--- src/rtl/tiny_cpu_pkg.sv ---
// Shared definitions for the tiny CPU front end: fetch FSM states, SPI
// opcode and instruction width.
package tiny_cpu_pkg;

    localparam logic [7:0]  SPI_CMD_READ = 8'h03;
    localparam int unsigned INSTR_W      = 16;

    typedef enum logic [2:0] {
        ST_IDLE = 3'd0,
        ST_CMD  = 3'd1,
        ST_ADDR = 3'd2,
        ST_DATA = 3'd3,
        ST_DONE = 3'd4,
        ST_HOLD = 3'd5,
        ST_GAP  = 3'd6
    } fetch_state_e;

    // Address of the halfword that directly follows addr; wraps at 16 bits.
    function automatic logic [15:0] seq_next_addr(input logic [15:0] addr);
        return addr + 16'd2;
    endfunction

endpackage

--- src/rtl/spi_bit_engine.sv ---
// SPI mode-0 bit engine: two clk cycles per bit, MSB-first transmit shifter,
// receive shifter and bit counter with a last-bit flag for the fetch FSM.
module spi_bit_engine
    import tiny_cpu_pkg::*;
(
    input  logic               i_clk,
    input  logic               i_reset,
    input  logic               i_load,
    input  logic [31:0]        i_load_word,
    input  logic               i_rx_start,
    input  logic               i_shift,
    input  logic [5:0]         i_last_bit,
    input  logic               i_miso,
    output logic               o_sclk,
    output logic               o_mosi,
    output logic               o_bit_done,
    output logic [INSTR_W-1:0] o_rx_word
);

    logic               r_phase;
    logic               r_sclk;
    logic               r_mosi;
    logic [31:0]        r_tx_sh;
    logic [INSTR_W-1:0] r_rx_sh;
    logic [5:0]         r_bit_cnt;

    // Phase toggle, shifters and bit counter; MISO is sampled on the edge that ends phase 1.
    always_ff @(posedge i_clk) begin
        if (i_reset) begin
            r_phase   <= 1'b0;
            r_sclk    <= 1'b0;
            r_mosi    <= 1'b0;
            r_tx_sh   <= 32'h0000_0000;
            r_rx_sh   <= '0;
            r_bit_cnt <= 6'd0;
        end else if (i_load) begin
            r_phase   <= 1'b0;
            r_sclk    <= 1'b0;
            r_mosi    <= i_load_word[31];
            r_tx_sh   <= {i_load_word[30:0], 1'b0};
            r_bit_cnt <= 6'd0;
        end else if (i_rx_start) begin
            r_phase   <= 1'b0;
            r_sclk    <= 1'b0;
            r_mosi    <= 1'b0;
            r_tx_sh   <= 32'h0000_0000;
            r_bit_cnt <= 6'd0;
        end else if (i_shift) begin
            if (!r_phase) begin
                r_phase <= 1'b1;
                r_sclk  <= 1'b1;
            end else begin
                r_phase   <= 1'b0;
                r_sclk    <= 1'b0;
                r_mosi    <= r_tx_sh[31];
                r_tx_sh   <= {r_tx_sh[30:0], 1'b0};
                r_rx_sh   <= {r_rx_sh[INSTR_W-2:0], i_miso};
                r_bit_cnt <= r_bit_cnt + 6'd1;
            end
        end else begin
            r_phase <= 1'b0;
            r_sclk  <= 1'b0;
            r_mosi  <= 1'b0;
        end
    end

    assign o_sclk     = r_sclk;
    assign o_mosi     = r_mosi;
    assign o_bit_done = r_phase && (r_bit_cnt == i_last_bit);
    // Word as it stands once the bit being sampled on this edge is included.
    assign o_rx_word  = {r_rx_sh[INSTR_W-2:0], i_miso};

endmodule

--- src/rtl/spi_instr_fetch.sv ---
// Instruction fetch over SPI read (0x03) with optional reuse of the open
// transaction for sequential halfword fetches.
module spi_instr_fetch
    import tiny_cpu_pkg::*;
#(
    parameter logic [7:0] CMD_READ = SPI_CMD_READ,
    parameter logic [7:0] ADDR_HI  = 8'h00,
    parameter bit         SEQ_EN   = 1'b1
) (
    input  logic               clk_in,
    input  logic               reset_in,
    input  logic [15:0]        fetch_addr_in,
    input  logic               fetch_req_in,
    input  logic               abort_in,
    output logic [INSTR_W-1:0] instr_out,
    output logic               instr_valid_out,
    output logic               busy_out,
    output logic               spi_cs_n_out,
    output logic               spi_sclk_out,
    output logic               spi_mosi_out,
    input  logic               spi_miso_in
);

    fetch_state_e       r_state;
    fetch_state_e       w_next_state;
    logic [15:0]        r_addr;
    logic [INSTR_W-1:0] r_instr;
    logic               r_valid;
    logic               r_busy;
    logic               r_cs_n;

    logic               w_load;
    logic               w_rx_start;
    logic               w_shift;
    logic               w_addr_we;
    logic [5:0]         w_last_bit;
    logic               w_bit_done;
    logic [INSTR_W-1:0] w_rx_word;
    logic [15:0]        w_req_addr;
    logic [15:0]        w_load_addr;
    logic               w_unused_addr_lsb;

    assign w_req_addr        = {fetch_addr_in[15:1], 1'b0};
    assign w_unused_addr_lsb = fetch_addr_in[0];
    // A cold start from IDLE loads the shifter in the same cycle the address is latched.
    assign w_load_addr       = (r_state == ST_IDLE) ? w_req_addr : r_addr;

    spi_bit_engine u_bit_engine (
        .i_clk       (clk_in),
        .i_reset     (reset_in),
        .i_load      (w_load),
        .i_load_word ({CMD_READ, ADDR_HI, w_load_addr}),
        .i_rx_start  (w_rx_start),
        .i_shift     (w_shift),
        .i_last_bit  (w_last_bit),
        .i_miso      (spi_miso_in),
        .o_sclk      (spi_sclk_out),
        .o_mosi      (spi_mosi_out),
        .o_bit_done  (w_bit_done),
        .o_rx_word   (w_rx_word)
    );

    // Next-state and bit-engine control; abort overrides everything, including a same-cycle request.
    always_comb begin
        w_next_state = r_state;
        w_load       = 1'b0;
        w_rx_start   = 1'b0;
        w_shift      = 1'b0;
        w_addr_we    = 1'b0;
        w_last_bit   = 6'd0;
        if (abort_in) begin
            w_next_state = ST_IDLE;
        end else begin
            case (r_state)
                ST_IDLE: begin
                    if (fetch_req_in) begin
                        w_next_state = ST_CMD;
                        w_load       = 1'b1;
                        w_addr_we    = 1'b1;
                    end else begin
                        w_next_state = ST_IDLE;
                    end
                end
                ST_CMD: begin
                    w_shift    = 1'b1;
                    w_last_bit = 6'd7;
                    if (w_bit_done) begin
                        w_next_state = ST_ADDR;
                    end else begin
                        w_next_state = ST_CMD;
                    end
                end
                ST_ADDR: begin
                    w_last_bit = 6'd31;
                    if (w_bit_done) begin
                        w_next_state = ST_DATA;
                        w_rx_start   = 1'b1;
                    end else begin
                        w_shift      = 1'b1;
                    end
                end
                ST_DATA: begin
                    w_last_bit = 6'd15;
                    if (w_bit_done) begin
                        w_next_state = ST_DONE;
                    end else begin
                        w_shift      = 1'b1;
                    end
                end
                ST_DONE: begin
                    w_next_state = SEQ_EN ? ST_HOLD : ST_IDLE;
                end
                ST_HOLD: begin
                    if (fetch_req_in) begin
                        w_addr_we = 1'b1;
                        if (w_req_addr == seq_next_addr(r_addr)) begin
                            w_next_state = ST_DATA;
                            w_rx_start   = 1'b1;
                        end else begin
                            w_next_state = ST_GAP;
                        end
                    end else begin
                        w_next_state = ST_HOLD;
                    end
                end
                ST_GAP: begin
                    w_next_state = ST_CMD;
                    w_load       = 1'b1;
                end
                default: begin
                    w_next_state = ST_IDLE;
                end
            endcase
        end
    end

    // State register.
    always_ff @(posedge clk_in) begin
        if (reset_in) begin
            r_state <= ST_IDLE;
        end else begin
            r_state <= w_next_state;
        end
    end

    // Registered outputs derived from the state being entered.
    always_ff @(posedge clk_in) begin
        if (reset_in) begin
            r_cs_n  <= 1'b1;
            r_busy  <= 1'b0;
            r_valid <= 1'b0;
            r_instr <= '0;
            r_addr  <= 16'h0000;
        end else begin
            r_cs_n  <= (w_next_state == ST_IDLE) || (w_next_state == ST_GAP);
            r_busy  <= !((w_next_state == ST_IDLE) || (w_next_state == ST_HOLD));
            r_valid <= (w_next_state == ST_DONE);
            if (w_next_state == ST_DONE) begin
                r_instr <= w_rx_word;
            end
            if (w_addr_we) begin
                r_addr <= w_req_addr;
            end
        end
    end

    assign instr_out       = r_instr;
    assign instr_valid_out = r_valid;
    assign busy_out        = r_busy;
    assign spi_cs_n_out    = r_cs_n;

endmodule
--- config.mk ---
export PLATFORM = sky130hd
export DESIGN_NAME = spi_instr_fetch
export DESIGN_NICKNAME = d
export VERILOG_FILES = /design/src/rtl/tiny_cpu_pkg.sv /design/src/rtl/spi_bit_engine.sv /design/src/rtl/spi_instr_fetch.sv
export SDC_FILE = /design/constraint.sdc
export NUM_CORES = 1
export LEC_CHECK = 0
export BUFFER_PORTS_ARGS = -buffer_cell sky130_fd_sc_hd__buf_2
export CORE_AREA = 4 4 92 159
export DETAILED_ROUTE_END_ITERATION = 10
export DIE_AREA = 0 0 96 163
export GPL_TIMING_DRIVEN = 1
export MAX_ROUTING_LAYER = met4
export PLACE_DENSITY = 0.49
export SYNTH_ARGS = -nofsm -noshare
export SYNTH_HDL_FRONTEND = slang
export SYNTH_SLANG_ARGS = --single-unit
--- constraint.sdc ---
create_clock -name clk_in -period 8.5 [get_ports clk_in]
set_input_delay 0.85 -clock clk_in [delete_from_list [all_inputs] [get_ports clk_in]]
set_output_delay 0.85 -clock clk_in [all_outputs]
set_load 0.05 [all_outputs]
# == Word level (Yosys, flattened, before mapping) ==
# Cells that the tools add are included.
# word_totals
regBits,91
inputBits,21
# classes
add_sub_neg,2
eq_ne,11
muxes,29
bitwise_logic,3
n_reduce_logical,15
# op_table
op,n
27-bit two-way mux,4
3-bit case mux with 7 select lines,1
"3-bit equality test, second input constant",6
"16-bit by 2-bit adder with 16-bit output, second input constant",1
16-bit equality test,1
16-bit two-way mux,1
3-bit two-way mux,5
5-bit case mux with 3 select lines,1
1-bit two-way mux,12
"6-bit by 1-bit adder with 6-bit output, second input constant",1
"3-bit by 2-bit equality test with 1-bit output, second input constant",2
6-bit by 5-bit equality test with 1-bit output,1
3-bit logical NOT,2
1-bit case mux with 2 select lines,3
3-bit nonzero test,2
5-bit two-way mux,1
2-bit AND reduction,2
4-bit AND reduction,1
2-bit OR reduction,2
4-bit OR reduction,1
"3-bit by 1-bit equality test with 1-bit output, second input constant",1
1-bit NOT,3
3-bit OR reduction,1
1-bit logical OR,2
3 further kinds,3

# == Depth between registers and ports, before layout ==
# Gate-level depths: netlist of the first run.
# depth
word_depth,11
ltp_mapped,11

# == Modules after synthesis ==
# Synthesis of the first run repeated with hierarchy kept, for this count alone.
# hier_totals
hier_cells,535
hier_area_um2,4603.2
# by_module_without_submodules
mod,instances,cells_each,area_each_um2,seq_area_each_um2
spi_instr_fetch,1,285,2353.5,740.7
spi_bit_engine,1,250,2249.7,1081.0

# == Worst setup path after synthesis of the first run ==
# Ideal clock, no wire load.
# synth_timing
path_type,input -> register
start,input abort_in
end,register r_instr[10] (netlist: instr_out[10])
t_arrival_ns,3.052
required_ns,8.428
slack_ns,5.376
cell_stages,11
path_buffers,3
cell_sequence,clkbuf_1 -> nor4b_1 -> a2111oi_0 -> nand4_1 -> a22oi_1 -> o21ai_1 -> a31oi_1 -> and4b_1 -> buf_6 -> buf_6 -> mux2i_1
# synth_between
elab_chain_len,7
# synth_lines
item,line_no,text
from (decl),spi_instr_fetch.sv:14,"input logic abort_in,"
5-bit two-way mux,spi_instr_fetch.sv:71,if (abort_in) begin
6-bit by 5-bit equality test with 1-bit output,spi_bit_engine.sv:69,assign o_bit_done = r_phase && (r_bit_cnt == i_last_bit);
1-bit logical AND,spi_bit_engine.sv:69,
"3-bit two-way mux, or another cell as far along",spi_instr_fetch.sv:104,if (w_bit_done) begin
3-bit case mux with 7 select lines,spi_instr_fetch.sv:74,case (r_state)
3-bit two-way mux *,spi_instr_fetch.sv:71,
3-bit equality test *,spi_instr_fetch.sv:158,if (w_next_state == ST_DONE) begin
to (signal assigned),spi_instr_fetch.sv:159,r_instr <= w_rx_word;
to (decl),spi_instr_fetch.sv:27,logic [INSTR_W-1:0] r_instr;
# Mark *: on every way between the ends. The rest lies on a longest branch, timed or not.
# A chain may end at the register's enable or synchronous reset.

# == Worst setup path after layout of the first run ==
# layout_timing
start,input abort_in
end,register r_instr[0] (netlist: instr_out[0])
# The elaborated chain is that of the path after synthesis.

==> results.md, run 1 <==
Outcome:
- The run finished with clean final reports.

Synth:
- The count of mapped cells out of synthesis is 548.
- The predominant post-synthesis flop cell is sky130_fd_sc_hd__dfxtp_1.
- The netlist area before placement is 0.00457 mm^2.
- The number of distinct library cells after synthesis is 59.
- Of all flip-flops after synthesis, the portion carrying an async set or reset was 0%.
- The synthesized design contains 90 register bits.
- Summed over all instances, the cell type with the most area after synthesis is sky130_fd_sc_hd__dfxtp_1.
- During synthesis, Yosys emitted a total of 0 warnings.
- Summed over its instances, the top area cell type makes up 39.5% of the synthesized netlist area.
- The number of flops mapped to enable cells by yosys is 0.
- The most common cell in the netlist is sky130_fd_sc_hd__nand2_1.
- Ranked by total cell area, the synthesized netlist is headed by sky130_fd_sc_hd__dfxtp_1 39%, sky130_fd_sc_hd__nand2_1 8.4%, sky130_fd_sc_hd__mux2i_1 7.0%.
- The number of nets in the synthesized netlist is 571.
- For this run, the register share of the synthesized area comes to 39.5%.
- A synthesized cell averages 8.33 um^2.
- Sorting the synthesized cells by how often they occur yields 102 x sky130_fd_sc_hd__nand2_1, 90 x sky130_fd_sc_hd__dfxtp_1, 50 x sky130_fd_sc_hd__a21oi_1.

STA:
- The number of pins exceeding their max-slew limit in the final report was 0.
- The number of hold violations in the final report is 0.
- Setup repair after global routing left no endpoint under its margin.
- The measured slew at the worst slew-check pin is 1.22 ns.
- The setup TNS is 0 ns.
- Setup violations remaining at the end of the flow were counted as 0.
- The highest clock rate is 254 MHz.
- Hold timing on the final database bottoms out at a slack of 0.456 ns.
- The headroom to the max-slew limit is 18.4%.
- For the final database, setup skew stands at 0.00684 ns.
- The shortest clock period the worst path allows after layout is 3.94 ns.
- In the finished design, the share of the clock period the worst path needs comes to 46.4%.

Global route:
- The first global-routing pass estimated 18200 um of wire.
- The initial antenna violation count is 0.
- The global-route usage over all layers is 15.1%.
- Entering global routing, the biggest net connects 52 pins.
- The remaining global-route overflow is 0.
- The number of global-route vias before repair came to 3797.

Finish:
- In the final layout, the share of cells above drive strength 1 is 17.0%.
- The post-synthesis to final-layout area growth is 13.3%.
- The net count reported at finish is 590.
- 0 antenna diodes ended up in the layout.
- Counting the fill cells in the layout gives 1397.
- The final non-filler cell total is 746.
- The cell area after layout is 0.00517 mm^2.

Power:
- The design draws 0.000941 W.
- The static leakage is 1.86 nW.
- For this design the ratio of total power to cell area is 182 mW/mm^2.
- The worst-case IR drop observed on VDD is 0.0812 mV.

Die:
- After floorplanning, the core was sized to cover 0.0134 mm^2.
- Row generation in the floorplan step produced 56 rows.
- The initial utilization of the core area, before any placement, comes to 34.1%.
- In this run the count of I/O pins placed on the die edge is 42.
- The die outline width is 96 um.
- The die footprint is 0.0156 mm^2.
- The die height is 163 um.

Worst setup path:
- The critical path start-end classification is in2reg.
- In this run the worst path has a maximum fanout of 28.
- STA puts the critical path data arrival time at 4.21 ns.
- The data required time of the worst path is 8.77 ns.
- The startpoint kind of the worst setup timing path is a primary input.
- The worst setup path is captured at a register.

Placed design:
- At the end of routability-driven placement, the weighted congestion stood at 0.814.
- Port buffering added 40 buffers.
- Summing all placed instances gives a cell area of 0.00486 mm^2.
- The HPWL after detailed placement is 7630 um.
- The placed cell count is 730.

Drt:
- The violation count after the first detailed-route iteration is 187.
- After detailed routing, the average wire length per cell comes to 14.7 um.
- The detailed-route vias per instance is 5.19.
- The final wirelength is 11000 um.
- In this run the remaining antenna-violating nets after routing total 0.
- The routed layout has 3873 vias.
- The remaining design rule violation count is 0.
- The detailed-router iteration count before antenna repair is 4.

Flow run:
- The tool flagged a number of max-cap violations equal to 0.

Clocking:
- The master cell of the clock root buffer is sky130_fd_sc_hd__clkbuf_16.
- The number of post-CTS setup repair buffers is 0.
- The clock sink count is 90.
- The worst-skew pair later-pin latency is 0.34 ns.
- The largest buffer count on any clock path is 2.
- The post-cts repair resize count is 0.
- The number of levels in the clock H-tree is 3.
- The total of hold buffers inserted after clock tree synthesis is 0.
- In this run, CTS created clock tree buffers numbering 9.
- The clock-pin slew on the worst setup and hold paths is 0.07 ns.
- The TritonCTS clock tree is done.

Worst hold path:
- The path class of the lowest-slack min-delay path is reg2reg.
-- power by group --
group          switching [W]  internal [W]  total (W)
registers          0.0000104      0.000431   0.000442
clock network       0.000181      0.000233   0.000414
logic              0.0000513     0.0000341  0.0000854
total               0.000243      0.000698   0.000941
-- kinds of logic (layout without fill, tap and decap cells) --
| logic type | after synthesis | count (layout) | share of synthesized area, % |
|---|---|---|---|
| compound gates | 123 | 123 | 18.8 |
| xor+xnor | 20 | 20 | 3.84 |
| fa+ha+maj | 2 | 2 | 0.548 |
| buf+inv | 57 | 81 | 5.34 |
| flops | 90 | 90 | 39.5 |
| mux | 46 | 46 | 10.5 |
| simple gates | 210 | 210 | 21.5 |
-- metrics by stage --
step / worst slack [ns] / util [%]
finish: 4.56 / 38.7
global route: 4.17 / 38.7
CTS: 4.53 / 38.7
detailed placement: 4.18 / 36.3
global placement: 4.29 / 36.3
floorplan: 5.38 / -
-- layout by cell type (no fill, tap or decap), drive strengths merged, types with 6 or more instances in the layout --
| master | instances |
|---|---|
| xor2 | 8 |
| a221oi | 14 |
| mux2i | 32 |
| nor2 | 42 |
| dfxtp | 90 |
| o21ai | 26 |
| nand3 | 8 |
| nand4 | 6 |
| mux2 | 14 |
| nor3 | 11 |
| inv | 22 |
| xnor2 | 12 |
| clkbuf | 9 |
| buf | 44 |
| a21oi | 51 |
| nand2 | 102 |
-- layer usage --
layer	track usage (%)	routed length, um	part of all wire [%]	vias to the layer above
met5	-	0	0	-
met4	5.89	265	2.4	0
met3	2.73	289	2.6	17
met2	26.3	5880	53	60
met1	16.6	4560	41	1839
li1	-	-	-	1957
-- sequential cells by signal, indices dropped and copies added (netlist names) --
name,flops
r_state,3
spi_cs_n_out,1
u_bit_engine.r_bit_cnt,6
u_bit_engine.r_tx_sh,30
busy_out,1
instr_out,16
u_bit_engine.o_mosi,1
u_bit_engine.r_phase,1
instr_valid_out,1
u_bit_engine.r_rx_sh,15
r_addr,15
-- cell type report --
cell class	instances	area [um^2]	share of cell area, %
Multi-Input combinational cell	401	2530	48.9
Sequential cell	90	1800	34.8
Timing Repair Buffer	44	230	4.45
Clock buffer	9	225	4.35
Tap cell	174	218	4.21
Clock inverter	7	87.6	1.69
Inverter	21	78.8	1.52
-- path summary, 6_finish.rpt --
check                                start                        to  slack (ns)  depth (start not counted)
hold reg to reg   u_bit_engine.r_tx_sh[22]  u_bit_engine.r_tx_sh[23]        0.46                          2
hold / removal    u_bit_engine.r_tx_sh[22]  u_bit_engine.r_tx_sh[23]        0.46                          2
setup reg to reg                 r_addr[1]              instr_out[0]        4.59                          9
setup / recovery                  abort_in              instr_out[0]        4.56                          9
-- critical path, cell delays in order --
cell and delay, ns:
sky130_fd_sc_hd__buf_2 0.44, sky130_fd_sc_hd__nor4b_1 0.10, sky130_fd_sc_hd__a2111oi_0 0.61, sky130_fd_sc_hd__nand4_1 0.25, sky130_fd_sc_hd__a22oi_1 0.21, sky130_fd_sc_hd__o21ai_1 0.09
sky130_fd_sc_hd__a31oi_1 0.42, sky130_fd_sc_hd__and4b_1 0.95, sky130_fd_sc_hd__mux2i_1 0.27
Power figures use the tool's default switching activity.
==> run 2: changes to the inputs <==
ABC_AREA = 1   (was unset)
CORE_AREA = 4 4 94 163   (was 4 4 92 159)
DIE_AREA = 0 0 98 167   (was 0 0 96 163)
PLACE_DENSITY = 0.51   (was 0.49)
clock period = 3.54 ns   (was 8.5 ns; I/O delays follow)
==> run 2 against run 1 <==
Die area increased by 4.6%. Highest routed layer unchanged. Clock power grew to 2.5 times the previous value. Total power rose by 150%. Final area up 5.1%. Sequential power up 140%. Largest power group unchanged.
==> results.md, run 2 <==
Outcome:
- The flow ran to the end, and the final reports show no timing, DRC or antenna violations.

Synth:
- Sorting the synthesized cells by how often they occur yields 237 x sky130_fd_sc_hd__nand2_1, 101 x sky130_fd_sc_hd__nor2_1, 90 x sky130_fd_sc_hd__dfxtp_1.
- Sequential elements use 37.4% of the synthesized area.
- The largest total area in the synthesized netlist belongs to sky130_fd_sc_hd__dfxtp_1.
- After synthesis, the cell types taking the most area are sky130_fd_sc_hd__dfxtp_1 37%, sky130_fd_sc_hd__nand2_1 18%, sky130_fd_sc_hd__nor2_1 7.9%.
- The synthesized net count is 777.
- The flip-flop and latch count after synthesis is 90.
- The most used flip-flop cell after synthesis is sky130_fd_sc_hd__dfxtp_1.
- The average footprint of a synthesized cell is 6.38 um^2.
- The number of distinct library cells after synthesis is 32.
- The synthesized design contains 0 enable-type register cells.
- The count of yosys warnings during synthesis is 0.
- Counting flops with an async set or reset pin after synthesis yields a share of 0%.
- The netlist area before placement is 0.00481 mm^2.
- The share of the synthesized area in the top cell type is 37.4%.
- The cell count after synthesis came out at 754.
- The most common cell in the netlist is sky130_fd_sc_hd__nand2_1.

Clocking:
- No sink is reached through more buffers than the 2 on the longest clock path.
- Counting every sink on the clock net gives 90.
- The number of post-CTS setup repair buffers is 0.
- The CTS buffer count is 9.
- In this run the clock root is driven by a sky130_fd_sc_hd__clkbuf_16.
- The number of gates resized after CTS was 0.
- The clock-pin slew on the worst setup and hold paths is 0.07 ns.
- The total of hold buffers inserted after clock tree synthesis is 0.
- The clock tree synthesis step divided the H-tree into 3 levels.
- At the later pin of the worst-skew pair, clock insertion delay measures 0.35 ns.
- The TritonCTS clock tree is done.

Finish:
- Cells with a size suffix above 1 make up 11.5% of the layout.
- From synthesis to final layout, the design area changed by 13.0%.
- The final design utilization is 39.1%.
- The register with the most flip-flops in the final layout is u_bit_engine.r_tx_sh.
- The flip-flop count of the largest register after layout is 30.
- In the layout the commonest cells are 237 x sky130_fd_sc_hd__nand2_1, 101 x sky130_fd_sc_hd__nor2_1, 90 x sky130_fd_sc_hd__dfxtp_1, 88 x sky130_fd_sc_hd__inv_1, 58 x sky130_fd_sc_hd__o21ai_0.
- The filler cells instantiated in the layout total 1540.
- The net count reported at finish is 803.
- The number of antenna diodes in the final layout is 0.
- Leaving out fill and tap cells, the most frequent cell in the layout is sky130_fd_sc_hd__nand2_1.

Die:
- In this run the standard cell core region covers 0.0139 mm^2.
- The floorplan step set the die width to 98 um.
- The die height is 167 um.
- In this run the core area contains 57 standard-cell rows.
- The starting density of the core is 34.6%.
- The die covers 0.0164 mm^2.
- In this run the count of I/O pins placed on the die edge is 42.

Worst setup path:
- The critical path is of the reg2reg type.
- The startpoint kind of the worst setup timing path is a register.
- The depth of the most critical reg-to-reg path is 12.
- The data required time of the worst path is 3.81 ns.
- The cell with the largest stage delay on the worst path is sky130_fd_sc_hd__inv_2.
- The most critical setup path has its endpoint at u_bit_engine.r_tx_sh[15].
- Walking the worst path, the cells encountered are inv_1, nand4_1, nand3_1, a21oi_1, nand2_1, inv_2, nand2_1, nand2_4, nor2_8, inv_2, nand4_1, a21oi_1.
- STA classifies the critical path endpoint as a register.
- The endpoint identified for the worst register-to-register timing path is u_bit_engine.r_tx_sh[15].
- The delay of the slowest critical-path stage is 0.58 ns.
- Data on the critical path arrives at its endpoint at 2.93 ns.
- Setup slack on the worst reg-to-reg path comes out at 0.88 ns.
- The worst reg2reg path startpoint is r_state[2].
- Along the worst path, the maximum fanout reaches 47.
- Tracing the worst setup path back leads to its startpoint at r_state[2].

Power:
- The static leakage is 2.55 nW.
- The share of total power consumed by net switching is 25.4%.
- The clock network accounts for 45.2% of the total power.
- The internal power is 0.00173 W.
- The worst-case IR drop observed on VDD is 0.283 mV.
- The combinational share of power is 9.1%.
- The net switching power is 0.000589 W.
- In this run, flip-flops and latches consume 45.7% of the power.
- In this run the power density over the cells is 427 mW/mm^2.

Drt:
- The uppermost layer routed is met4.
- The final layout contains routed wiring with a total length of 11900 um.
- After the first detailed-routing iteration, the DRC count stood at 193.
- The wire length on met3 is 281 um.
- The post-detailed-route count of antenna-violating nets is 0.
- The mean routed wirelength per cell is 12.4 um.
- Using the TritonRoute via totals, the vias-per-cell ratio works out to 4.74.
- The length of routed wiring on met1 is 4860 um.
- The remaining design rule violation count is 0.
- In the detailed route, the total length drawn on met2 is 6370 um.
- The final route contains 4562 vias.
- For this run, the detailed router's first-pass iteration total came to 4.

STA:
- The measured slew at the worst slew-check pin is 0.784 ns.
- The number of setup violations in the final report is 0.
- The number of hold violations in the final report was 0.
- The shortest clock period the worst path allows after layout is 2.66 ns.
- The worst setup slack after layout is 0.884 ns.
- The final critical path takes up 75.0% of the cycle.
- The highest clock rate is 377 MHz.
- Setup repair after global routing left no endpoint under its margin.
- Adding up every negative setup slack in the final design gives 0 ns.
- The largest clock skew in the final design is 0.0103 ns.
- The headroom to the max-slew limit is 47.7%.
- The number of pins exceeding their max-slew limit in the final report is 0.

Placed design:
- Summed over all nets, the half-perimeter wirelength after detailed placement is 8740 um.
- The worst slack at placement is 0.855 ns.
- The quantity of I/O buffers inserted on ports is 40.
- Routability-driven placement finished with a final weighted congestion of 0.891.

Global route:
- The remaining global-route overflow is 0.
- The wire length of the first global-routing pass is 20100 um.
- Global routing used 15.2% of the available tracks across all layers.
- The number of global-route vias before repair is 4411.
- The initial antenna violation count came to 0.
- Entering global routing, the biggest net connects 48 pins.

Flow run:
- Across the run, the number of max-cap violations was 0.

Worst hold path:
- The tightest min-delay check is of the in2reg type.
==> run 2: kinds of logic after synthesis <==
kind of cell / share of synthesized area [%]
adders and majority gates: 0.520
and+or+nand+nor: 38.2
buffers and inverters: 11.0
DFF: 37.4
AOI/OAI and AO/OA: 11.8
xor gates and xnor gates: 1.09
==> run 2: metal layers <==
layer  up-vias  GRT usage [%]
li1       2418              -
met1      2061           15.5
met2        59           28.0
met3        24           2.68
met4         0           6.63
met5         -              -
==> run 2: worst min-delay path by stage <==
stage                                  start                       end  cells after the start
floorplan           u_bit_engine.r_tx_sh[23]  u_bit_engine.r_tx_sh[23]                      2
global placement    u_bit_engine.r_tx_sh[30]  u_bit_engine.r_tx_sh[30]                      2
detailed placement  u_bit_engine.r_tx_sh[31]  u_bit_engine.r_tx_sh[31]                      2
CTS                              spi_miso_in              instr_out[0]                      3
global route                     spi_miso_in              instr_out[0]                      3
finish                           spi_miso_in              instr_out[0]                      3
==> run 2: through the flow <==
stage,instance area (um^2),hold slack (ns),cells,power [W]
global placement,5110,0.450,946,0.00129
CTS,5440,0.262,962,0.00236
global route,5440,0.271,962,0.00243
detailed placement,5110,0.453,946,0.00130
finish,5440,0.256,962,0.00232
floorplan,4810,0.438,754,0.00123
==> run 2: power by group through the flow <==
stage / Clock [W] / Sequential [W] / Combinational [W]
finish: 0.00105 / 0.00106 / 0.000212
detailed placement: 0 / 0.00108 / 0.000214
global route: 0.00112 / 0.00106 / 0.000242
floorplan: 0 / 0.00108 / 0.000150
CTS: 0.00108 / 0.00106 / 0.000215
global placement: 0 / 0.00108 / 0.000210
==> run 2: layout make-up <==
cell class	count	area (um^2)	share of cell area (%)
Inverter	94	353	6.49
Timing Repair Buffer	47	253	4.65
Clock inverter	7	101	1.86
Sequential cell	90	1800	33.1
Tap cell	177	221	4.07
Clock buffer	9	225	4.14
Multi-Input combinational cell	538	2480	45.7
==> run 2: critical path: cells and delay by family, from the launching register on <==
family,cells,cell delay (ns)
and+or+nand+nor,7,0.88
buffers and inverters,3,0.88
AOI/OAI and AO/OA,2,0.26
DFF,1,0.53
==> run 3: changes to the inputs <==
ABC_AREA = 0   (was 1)
CORE_AREA = 4 4 92 159   (was 4 4 94 163)
DIE_AREA = 0 0 96 163   (was 0 0 98 167)
clock period = 2.24 ns   (was 3.54 ns; I/O delays follow)
==> run 3 against run 2 <==
The flow now finishes with violations (negative setup slack). Total power grew 56%. Via count down 8.3%. Cell count is 14% lower. Worst setup slack worse by 1.5 ns. Register-to-register slack got worse by 1.5 ns. Utilization up 6.7 points. Clock skew is essentially flat. Global-route usage rose by 1.1 points. Combinational power rose by 110%. Fmax is 5.7% lower. Wire length rose by 1.5%. Clock-buffer cell count is the same. Largest cell class unchanged. Largest power group unchanged.
==> results.md, run 3 (synthesis gave the netlist of run 1 again) <==
Outcome:
- The flow ran to the end, but the final reports show violations.
- The final reports fail on negative setup slack.

Placed design:
- Summed over all nets, the half-perimeter wirelength after detailed placement is 8690 um.
- The routability congestion estimate from global placement is 0.838.
- The quantity of I/O buffers inserted on ports is 40.
- The cell area after placement is 0.00549 mm^2.

Die:
- The die footprint is 0.0156 mm^2.
- The starting density of the core is 34.1%.
- The die outline width is 96 um.
- The total number of placement rows is 56.
- In this run the count of I/O pins placed on the die edge is 42.
- The die height is 163 um.
- The floorplan step defined a core boundary enclosing 0.0134 mm^2.

Clocking:
- The H-tree was split into 3 levels.
- Counting along the longest clock path gives a buffer depth of 2.
- Counting every sink on the clock net gives 90.
- Clock-pin slew was measured on the worst setup and hold paths at 0.07 ns.
- The cell sitting at the root of the clock tree is a sky130_fd_sc_hd__clkbuf_16.
- At the later pin of the worst-skew pair, clock insertion delay measures 0.35 ns.
- The CTS buffer count is 9.
- TritonCTS built the clock tree.
- For this design, the CTS-stage hold fixing added 0 buffers.

Finish:
- The register with the most flip-flops in the layout has 30 of them.
- The final antenna diode count is 0.
- The fill cell instance count of the final layout is 1317.
- The commonest non-fill, non-tap cell in the layout is sky130_fd_sc_hd__nand2_1.
- The post-synthesis to final-layout area growth is 34.3%.
- The area taken by flip-flops and latches is 0.00182 mm^2.
- The register with the most flip-flops in the final layout is u_bit_engine.r_tx_sh.
- For this run, the post-layout net count is 669.
- In the layout the commonest cells are 102 x sky130_fd_sc_hd__nand2_1, 83 x sky130_fd_sc_hd__dfxtp_1, 69 x sky130_fd_sc_hd__buf_4, 47 x sky130_fd_sc_hd__a21oi_1, 41 x sky130_fd_sc_hd__nor2_1.
- The cell area after layout is 0.00613 mm^2.
- The share of post-route cells with drive strength above 1 is 32.6%.
- In the final layout, the multi-input gates occupy 0.00279 mm^2.

Drt:
- Dividing the detail-routed wire length by the instance count gives 14.6 um.
- The remaining design rule violation count is 0.
- Using the TritonRoute via totals, the vias-per-cell ratio works out to 5.07.
- The detailed router placed 4183 vias in this run.
- The detailed-router iteration count before antenna repair is 5.
- The detailed router finished its first iteration with 144 violations.
- After detailed routing, the total wire length is 12100 um.
- The count of nets left with antenna violations once routing finished came out at 0.

STA:
- The period utilization is 126%.
- The number of hold violations in the final report came to 0.
- The number of pins exceeding their max-slew limit in the final report was 0.
- Setup violations remaining at the end of the flow were counted as 57.
- The routed design could run at a clock period as short as 2.82 ns.
- The largest clock skew in the final design is 0.00984 ns.
- The highest clock rate is 355 MHz.
- The measured slew at the worst slew-check pin is 0.388 ns.
- The worst pin sits at a relative slew slack of 73.9%.
- The smallest hold slack is 0.131 ns.
- Setup repair after global routing could not meet its margin everywhere.
- Once routing completed, OpenROAD measured the worst setup slack at -0.577 ns.

Global route:
- The remaining global-route overflow is 0.
- The number of global-route vias before repair came to 4190.
- The wire length of the first global-routing pass is 19700 um.
- The initial antenna violation count is 0.
- Entering global routing, the biggest net connects 39 pins.
- For this run, the total global-route usage over all layers was measured as 16.4%.

Worst setup path:
- The worst setup path is captured at a register.
- The worst path arrival time is 3.09 ns.
- The critical path start-end classification is reg2reg.
- At the worst endpoint, the required time is 2.51 ns.
- The worst register-to-register path ends at instr_out[14].
- In this run the critical register-to-register path is launched from r_addr[2].
- The depth of the most critical reg-to-reg path is 11.
- The worst setup path is launched from a register.
- In this run the worst path has a maximum fanout of 16.
- The worst register-to-register path has a setup slack of -0.58 ns.

Power:
- The analysis attributes to cell leakage a power of 2.36 nW.
- Power spread over the standard cell area amounts to 590 mW/mm^2.
- The final total power is 0.00362 W.
- The peak ir drop on the vdd network is 0.348 mV.

Worst hold path:
- Counting instances, the worst hold path has a depth of 3.
- The endpoint with the worst hold slack is u_bit_engine.r_rx_sh[0].
- The origin of the worst min-delay path is spi_miso_in.
- The path class of the lowest-slack min-delay path is in2reg.

Flow run:
- The tool flagged a number of max-cap violations equal to 0.
## run 3: where the power goes
part	internal [W]	switching (W)
registers	0.00164	0.0000249
logic	0.000205	0.000248
clock network	0.000795	0.000712
## run 3: critical path: stages, from the launching register on
cell and delay [ns]:
sky130_fd_sc_hd__dfxtp_4 0.37, sky130_fd_sc_hd__ha_4 0.17, sky130_fd_sc_hd__nand4_1 0.16, sky130_fd_sc_hd__buf_4 0.21
sky130_fd_sc_hd__o221a_4 0.25, sky130_fd_sc_hd__a311o_1 0.31, sky130_fd_sc_hd__o22ai_2 0.18, sky130_fd_sc_hd__nor4_4 0.08
sky130_fd_sc_hd__o221a_2 0.29, sky130_fd_sc_hd__and4b_2 0.33, sky130_fd_sc_hd__buf_12 0.18, sky130_fd_sc_hd__mux2i_1 0.21
## run 3: routing by layer
metal | wire length (um) | track usage, % | vias to the layer above
met5 | 0 | - | -
met4 | 277 | 6.28 | 0
met1 | 4760 | 16.5 | 1994
met3 | 281 | 2.73 | 20
met2 | 6770 | 30.3 | 55
li1 | - | - | 2114
## run 3: timing repair
item	CTS	global route
setup endpoints to repair	72	73
pin swaps	8	20
resized for setup	20	29
buffers inserted	5	5
cloned	1	1
## run 3: stage by stage
step | util, % | worst slack (ns) | instances | TNS, ns
2_1_floorplan | - | -0.370 | 548 | -11.67
3_3_place_gp | 41.0 | -0.568 | 799 | -25.34
3_5_place_dp | 41.0 | -0.609 | 799 | -27.36
4_1_cts | 44.4 | -0.600 | 820 | -26.38
5_1_grt | 45.8 | -0.738 | 825 | -32.48
6_report | 45.8 | -0.577 | 825 | -23.14
## run 3: area by class of cell
cell class | count | area share, %
tap | 174 | 3.55
clock buffer | 9 | 3.67
multi-input combinational | 402 | 45.5
timing repair buffer | 122 | 15.1
sequential | 90 | 29.6
clock inverter | 7 | 1.33
inverter | 21 | 1.28
## run 3: worst max-delay path by stage
stage,start,to,slack (ns),depth (start not counted)
3_3_place_gp,r_addr[2],instr_out[13],-0.57,11
6_report,r_addr[2],instr_out[14],-0.58,11
3_5_place_dp,r_addr[2],u_bit_engine.r_tx_sh[15],-0.61,9
4_1_cts,r_addr[2],u_bit_engine.r_tx_sh[15],-0.60,10
2_1_floorplan,r_addr[1],u_bit_engine.r_tx_sh[10],-0.37,10
5_1_grt,r_addr[2],instr_out[14],-0.74,11
